--- config.mk ---
export PLATFORM = sky130hd
export DESIGN_NAME = serial_subtractor
export DESIGN_NICKNAME = d
export VERILOG_FILES = /design/src/rtl/serial_subtractor.sv
export SDC_FILE = /design/constraint.sdc
export NUM_CORES = 1
export LEC_CHECK = 0
export BUFFER_PORTS_ARGS = -buffer_cell sky130_fd_sc_hd__buf_2
export CORE_UTILIZATION = 30
export DETAILED_ROUTE_END_ITERATION = 7
export PLACE_DENSITY = 0.47
export SKIP_CTS_REPAIR_TIMING = 1
export SYNTH_ARGS = -nofsm -noshare
export SYNTH_HDL_FRONTEND = slang
export SYNTH_SLANG_ARGS = --single-unit
--- constraint.sdc ---
create_clock -name clk -period 1.5 [get_ports clk]
set_clock_uncertainty 0.05 [all_clocks]
set_input_delay 0.075 -clock clk [delete_from_list [all_inputs] [get_ports clk]]
set_output_delay 0.075 -clock clk [all_outputs]
set_load 0.01 [all_outputs]
--- src/rtl/serial_subtractor.sv ---
// -----------------------------------------------------------------------------
// serial_subtractor
//   Bit-serial N-bit signed subtractor with borrow-in, LSB first:
//     D = (A - B - b_in) mod 2^N, one bit per clock.
//   A transaction takes N+2 cycles (accept, N RUN edges, hand-off) and
//   needs one full adder cell plus shift registers.
//
// Handshakes (both sides): a transfer happens on a rising clk edge where
//   valid && ready are both high. in_ready is high only in IDLE, and
//   out_valid is high only in DONE. The source must hold A/B/b_in stable
//   with in_valid high until the transfer. D/b_out/ovf do not change while
//   out_valid is high.
//
// Ports:
//   clk        rising-edge clock
//   rstn       synchronous active-low reset
//   in_valid   A, B, b_in are valid
//   in_ready   block can accept operands (IDLE)
//   A, B       signed minuend / subtrahend, N bits
//   b_in       borrow-in, weight +1
//   out_valid  D, b_out, ovf are valid (DONE)
//   out_ready  consumer accepts the result
//   D          difference, N bits
//   b_out      unsigned borrow-out
//   ovf        signed overflow
//   dbg_state  current FSM state (0 IDLE, 1 RUN, 2 DONE)
// -----------------------------------------------------------------------------
module serial_subtractor #(
  parameter int N = 8
) (
  input  logic         clk,
  input  logic         rstn,
  input  logic         in_valid,
  output logic         in_ready,
  input  logic [N-1:0] A,
  input  logic [N-1:0] B,
  input  logic         b_in,
  output logic         out_valid,
  input  logic         out_ready,
  output logic [N-1:0] D,
  output logic         b_out,
  output logic         ovf,
  output logic [1:0]   dbg_state
);

  localparam int CW = $clog2(N);

  typedef enum logic [1:0] {
    IDLE = 2'd0,
    RUN  = 2'd1,
    DONE = 2'd2
  } state_t;

  state_t        state, state_next;
  logic [N-1:0]  a_sh, b_sh;
  logic [N-2:0]  d_sh;      // result bits produced so far, MSB-aligned
  logic [CW-1:0] cnt;
  logic          br;

  logic          bit_a, bit_b, bit_d, br_next, last_bit;
  logic [N-1:0]  d_full;

  // One full-subtractor cell working on the current LSBs.
  always_comb begin
    bit_a    = a_sh[0];
    bit_b    = b_sh[0];
    bit_d    = bit_a ^ bit_b ^ br;
    br_next  = (~bit_a & bit_b) | (~(bit_a ^ bit_b) & br);
    last_bit = (cnt == CW'(N - 1));
    d_full   = {bit_d, d_sh};
  end

  // State register.
  always_ff @(posedge clk) begin
    if (!rstn) state <= IDLE;
    else       state <= state_next;
  end

  // Next state and handshake outputs.
  always_comb begin
    state_next = state;
    in_ready   = 1'b0;
    out_valid  = 1'b0;
    case (state)
      IDLE: begin
        in_ready = 1'b1;
        if (in_valid) state_next = RUN;
      end
      RUN: begin
        if (last_bit) state_next = DONE;
      end
      DONE: begin
        out_valid = 1'b1;
        if (out_ready) state_next = IDLE;
      end
      default: state_next = IDLE;
    endcase
  end

  assign dbg_state = state;

  // Datapath. D/b_out/ovf are only written on the last RUN edge, so they
  // hold through DONE and keep their value after the hand-off.
  always_ff @(posedge clk) begin
    if (!rstn) begin
      a_sh  <= '0;
      b_sh  <= '0;
      d_sh  <= '0;
      cnt   <= '0;
      br    <= 1'b0;
      D     <= '0;
      b_out <= 1'b0;
      ovf   <= 1'b0;
    end else begin
      case (state)
        IDLE: begin
          if (in_valid) begin
            a_sh <= A;
            b_sh <= B;
            br   <= b_in;
            cnt  <= '0;
          end
        end
        RUN: begin
          a_sh <= a_sh >> 1;
          b_sh <= b_sh >> 1;
          d_sh <= d_full[N-1:1];
          br   <= br_next;
          cnt  <= cnt + 1'b1;
          if (last_bit) begin
            D     <= d_full;
            b_out <= br_next;
            // On the last bit, bit_a/bit_b are the operand sign bits and
            // bit_d is the result sign bit.
            ovf   <= (bit_a ^ bit_b) & (bit_d ^ bit_a);
          end
        end
        default: ;
      endcase
    end
  end

endmodule

==> Word level (Yosys, flattened, before mapping) <==
Index checks and enable logic that the tools add are counted.
{ "totals": {"regBits": 39, "in_bits": 21, "output_inout_bits": 14, "word_cells": 44} }
{ "op_classes": {"n_addsub": 1, "eq_ne": 6, "n_mux": 14, "bitwise_logic": 9, "n_reduce_logical": 5} }
{ "op_table": {"columns": ["cell", "n"], "rows": [
  ["$pmux 8 s2", 2],
  ["$mux 8", 2],
  ["$mux 2", 3],
  ["$ne 2x2->1 const B", 3],
  ["$pmux 2 s3", 1],
  ["$pmux 3 s2", 1],
  ["$reduce_and 2->1", 2],
  ["$add 3x1->3 const B", 1],
  ["$and 1x1->1", 3],
  ["$eq 3x3->1 const B", 1],
  ["$mux 1", 3],
  ["$mux 3", 1],
  ["$reduce_and 3->1", 1],
  ["$xor 1x1->1", 3],
  ["$eq 2x1->1 const B", 1],
  ["$eq 2x2->1 const B", 1],
  ["$logic_not 2->1", 1],
  ["$not 1->1", 2],
  ["$pmux 1 s2", 1],
  ["$reduce_bool 2->1", 1],
  ["$or 1x1->1", 1]
]} }

==> Longest topological paths before layout <==
{ "logic_depth": {"depth_word": 5, "mapped_depth": 6, "ltp_nobuf": 5} }

==> Worst setup path after synthesis <==
Ideal clock, no wire load.
{ "synth_timing": {"kind": "register -> register", "from": "reg a_sh[0]", "to": "reg ovf", "setup_time_ps": 101, "arrival_time_ps": 1297, "required_ps": 1349, "setup_slack_ps": 52, "stages_incl_launch_ff": 5, "path_buffers": 0, "synth_period_minus_slack_ps": 1448, "path_cell_list": "dfxtp_1 inv_1 fa_1 xor2_1 o41ai_1"} }
{ "synth_via": {"elab_chain_len": 4} }
{ "synth_rtl": {"columns": ["item", "line_no", "source"], "rows": [
  ["start: declaration", "55", "logic [N-1:0] a_sh, b_sh;"],
  ["start signal: assignment", "125", "a_sh <= a_sh >> 1;"],
  ["$xor 1x1->1", "67, 135", null],
  ["$xor 1x1->1", "67", "bit_d = bit_a ^ bit_b ^ br;"],
  ["$xor 1x1->1", "135", "ovf <= (bit_a ^ bit_b) & (bit_d ^ bit_a);"],
  ["$and 1x1->1 (*)", "135", null],
  ["end signal: assignment", "135", null],
  ["end: declaration", "42", "output logic ovf,"]
]} }
Every way passes the cells marked *; elsewhere a longest branch is shown, timed or not.
A chain may end at the register's enable or synchronous reset.

==> Worst setup path in the final report <==
{ "layout_timing": {"from": "reg b_sh[0]", "to": "reg ovf"} }
{ "layout_via": {"elab_chain_len": 4} }
{ "layout_rtl": {"columns": ["item", "line_no", "source"], "rows": [
  ["start: declaration", "55", null],
  ["start signal: assignment", "126", "b_sh <= b_sh >> 1;"],
  ["$xor 1x1->1 (*)", "67, 135", null],
  ["$xor 1x1->1", "67", null],
  ["$xor 1x1->1", "135", null],
  ["$and 1x1->1 (*)", "135", null]
]} }
Marks and branches as above.

==> results.sh <==
export IMPL_status="complete, no violations"
export IMPL_syn_avg_cell_area_um2=8.73
export IMPL_antenna_found_initial=0
export IMPL_power_leakage_nw=0.848
export IMPL_critPathRequiredTime_ps=1640
export IMPL_max_slew_worst_pin_slew_ps=374
export IMPL_grt_use_total_pct=13.8
export IMPL_grt_pass1_vias=1356
export IMPL_sw_frac_of_total_pct=24.1
export IMPL_postRouteAntennaNets=0
export IMPL_antenna_cells=0
export IMPL_finalWirelength_um=3940
export IMPL_synth_compound_area_share_pct=25.4
export IMPL_yosysWarnings=0
export IMPL_synthXorXnorAreaFrac_pct=0.514
export IMPL_cts_htree_levels=2
export IMPL_clockPowerShare_pct=40.2
export IMPL_path_cells="fa_1 > xor2_1 > o41ai_2"
export IMPL_max_freq_ghz=0.697
export IMPL_hp_start="A[7]"
export IMPL_cts_tree="yes"
export IMPL_hold_viol_final=0
export IMPL_p_sw_uw=551
export IMPL_cts_buffers=5
export IMPL_synth_cell_types=29
export IMPL_crit_slowest_cell="fa_1"
export IMPL_drive_gt1_share_pct=25.2
export IMPL_gr_total_overflow=0
export IMPL_synthMuxAreaShare_pct=0.588
export IMPL_ir_drop_mv=0.335
export IMPL_combPwrFrac_pct=10.8
export IMPL_synthAdderAreaFrac_pct=3.38
export IMPL_rows=27
export IMPL_drt_first_pass_iters=4
export IMPL_cts_num_sinks=39
export IMPL_area_delta_synth_final_pct=24.8
export IMPL_cts_root_buf="clkbuf_8"
export IMPL_final_nets=258
export IMPL_synth_nets=220
export IMPL_syn_area_mm2=0.00170
export IMPL_gp_congestion=0.701
export IMPL_hpwl_um=2620
export IMPL_crit_path_end_kind="flip-flop"
export IMPL_ys_ff_latch=39
export IMPL_crit_fanout=4
export IMPL_fin_total_pwr_mw=2.29
export IMPL_wl_per_cell_um=12.9
export IMPL_slew_headroom_pct=75.1
export IMPL_max_stage_delay_ps=490
export IMPL_cell_internal_pwr_mw=1.74
export IMPL_dieArea_mm2=0.00598
export IMPL_synth_top_family_by_area="compound AO/OA/AOI/OAI gates"
export IMPL_p_per_area_mw_per_mm2=1080
export IMPL_via_per_inst=4.88
export IMPL_r2r_start="b_sh[0]$_SDFFE_PN0P_"
export IMPL_path_clk_slew_ps=80
export IMPL_die_y_um=77.3
export IMPL_hold_class="in -> reg"
export IMPL_fill_cells=602
export IMPL_finalSetupViolCount=0
export IMPL_p_seq_share_pct=49.0
export IMPL_arrival_ps=1580
export IMPL_ios=35
export IMPL_post_dp_cell_area_mm2=0.00199
export IMPL_die_w_um=77.3
export IMPL_clk_latency_ps=290
export IMPL_portBuffers=34
export IMPL_drt_iter0_drc=63
export IMPL_startpoint="b_sh[0]$_SDFFE_PN0P_"
export IMPL_seq_area_frac_synth_pct=45.8
export IMPL_num_vias=1494
export IMPL_initial_utilization_pct=31.1
export IMPL_crit_type="reg -> reg"
export IMPL_grt_pass1_wl_um=6640
export IMPL_min_period_over_period_pct=95.7
export IMPL_netlist_instances=195
export IMPL_drv_cap=0
export IMPL_synth_simple_area_share_pct=18.2
export IMPL_whs_ps=16.9
export IMPL_min_period_ps=1440
export IMPL_clk_path_buf_depth=2
export IMPL_route_detailed_drc=0
export IMPL_slew_viol_final=0
export IMPL_startpoint_type="flip-flop"
export IMPL_grt_max_degree=29
export IMPL_final_area_mm2=0.00213
export IMPL_core_mm2=0.00547
==> path summary, 6_finish.rpt <==
path	slack [ps]	depth (start not counted)	to
worst max register to register	60	3	ovf$_SDFFE_PN0P_
worst min-delay path	20	3	a_sh[7]$_SDFFE_PN0P_
worst min register to register	400	2	D[2]$_SDFFE_PN0P_
worst max-delay path	60	3	ovf$_SDFFE_PN0P_
==> cells in the mapped netlist <==
master	n	area, um2
nand2_1	28	105
and3b_1	1	8.76
o21ai_1	2	10.0
buf_2	10	50.1
nor2_1	7	26.3
inv_1	2	7.51
xor2_1	1	8.76
buf_1	2	7.51
nand3b_1	1	7.51
nand2b_1	3	18.8
o22ai_1	2	12.5
buf_4	3	22.5
dfxtp_1	39	781
a21oi_1	32	160
o221ai_1	15	131
fa_1	1	20.0
clkbuf_1	2	7.51
nor2b_1	2	12.5
clkinv_1	2	7.51
nand4_1	2	12.5
o21bai_1	1	7.51
a22oi_1	2	15.0
o41ai_1	1	8.76
nand3_1	1	5.00
a211oi_1	3	22.5
o21ai_0	13	65.1
or3b_1	13	114
mux2i_1	1	10.0
ha_1	3	37.5
==> worst max-delay path: cells and delay by family, from the launching register on <==
family,cells,cell delay [ps]
AO/OA/AOI/OAI,1,210
XOR/XNOR,1,180
adder cells (fa/ha/maj),1,490
flip-flops,1,410
==> cell type report <==
type / count / area (um2) / share of cell area, %
Multi-Input combinational cell: 135 / 831 / 39.1
Sequential cell: 39 / 781 / 36.7
Timing Repair Buffer: 48 / 292 / 13.7
Tap cell: 72 / 90.1 / 4.24
Clock buffer: 6 / 82.6 / 3.88
Clock inverter: 2 / 35.0 / 1.65
Inverter: 4 / 15.0 / 0.706
==> sequential cells by signal, summed over array words and instances (netlist names) <==
| signal | count |
|---|---|
| d_sh | 7 |
| b_out | 1 |
| a_sh | 8 |
| cnt | 3 |
| dbg_state | 2 |
| ovf | 1 |
| b_sh | 8 |
| D | 8 |
| br | 1 |
==> power by group through the flow <==
stage | Clock (mW) | Combinational [mW] | Sequential [mW]
after floorplan | 0 | 0.164 | 1.14
after global placement | 0 | 0.242 | 1.15
after detailed placement | 0 | 0.244 | 1.15
after CTS | 0.940 | 0.245 | 1.12
after global routing | 0.976 | 0.279 | 1.13
final | 0.921 | 0.246 | 1.12
==> through the flow <==
stage | utilization, % | setup TNS (ps) | cells | worst slack (ps)
CTS | 38.6 | -12.4 | 306 | -12.4
finish | 38.8 | 0 | 306 | 64.6
floorplan | - | 0 | 195 | 51.6
global placement | 36.4 | 0 | 298 | 74.1
global route | 38.8 | -13.1 | 306 | -13.1
detailed placement | 36.4 | 0 | 298 | 24.5
==> cells by family (layout without fill, tap and decap cells) <==
group	count (synthesis)	in the layout
AO/OA/AOI/OAI	71	71
XOR/XNOR	1	1
adder cells (fa/ha/maj)	4	4
buffers and inverters	21	60
flip-flops	39	39
multiplexers	1	1
AND/OR/NAND/NOR	58	58
==> layout by cell type, fill, tap and decap left out, drive strengths merged <==
cell type / count
nand2: 28
bufinv: 1
ha: 3
o22ai: 2
nand4: 2
inv: 2
fa: 1
o41ai: 1
dfxtp: 39
nor2b: 2
buf: 48
nor2: 7
a21oi: 32
xor2: 1
nand3: 1
nand2b: 3
a211oi: 3
nand3b: 1
o21bai: 1
mux2i: 1
clkbuf: 6
a22oi: 2
o221ai: 15
o21ai: 15
clkinv: 3
and3b: 1
or3b: 13
==> metal layers <==
layer / global-route usage (%) / part of all wire, %
met1: 20.0 / 51
met2: 19.9 / 44
met3: 3.29 / 3.1
met4: 4.53 / 0.94
met5: 0 / 0
No activity file was read; power rests on OpenSTA's default activity.
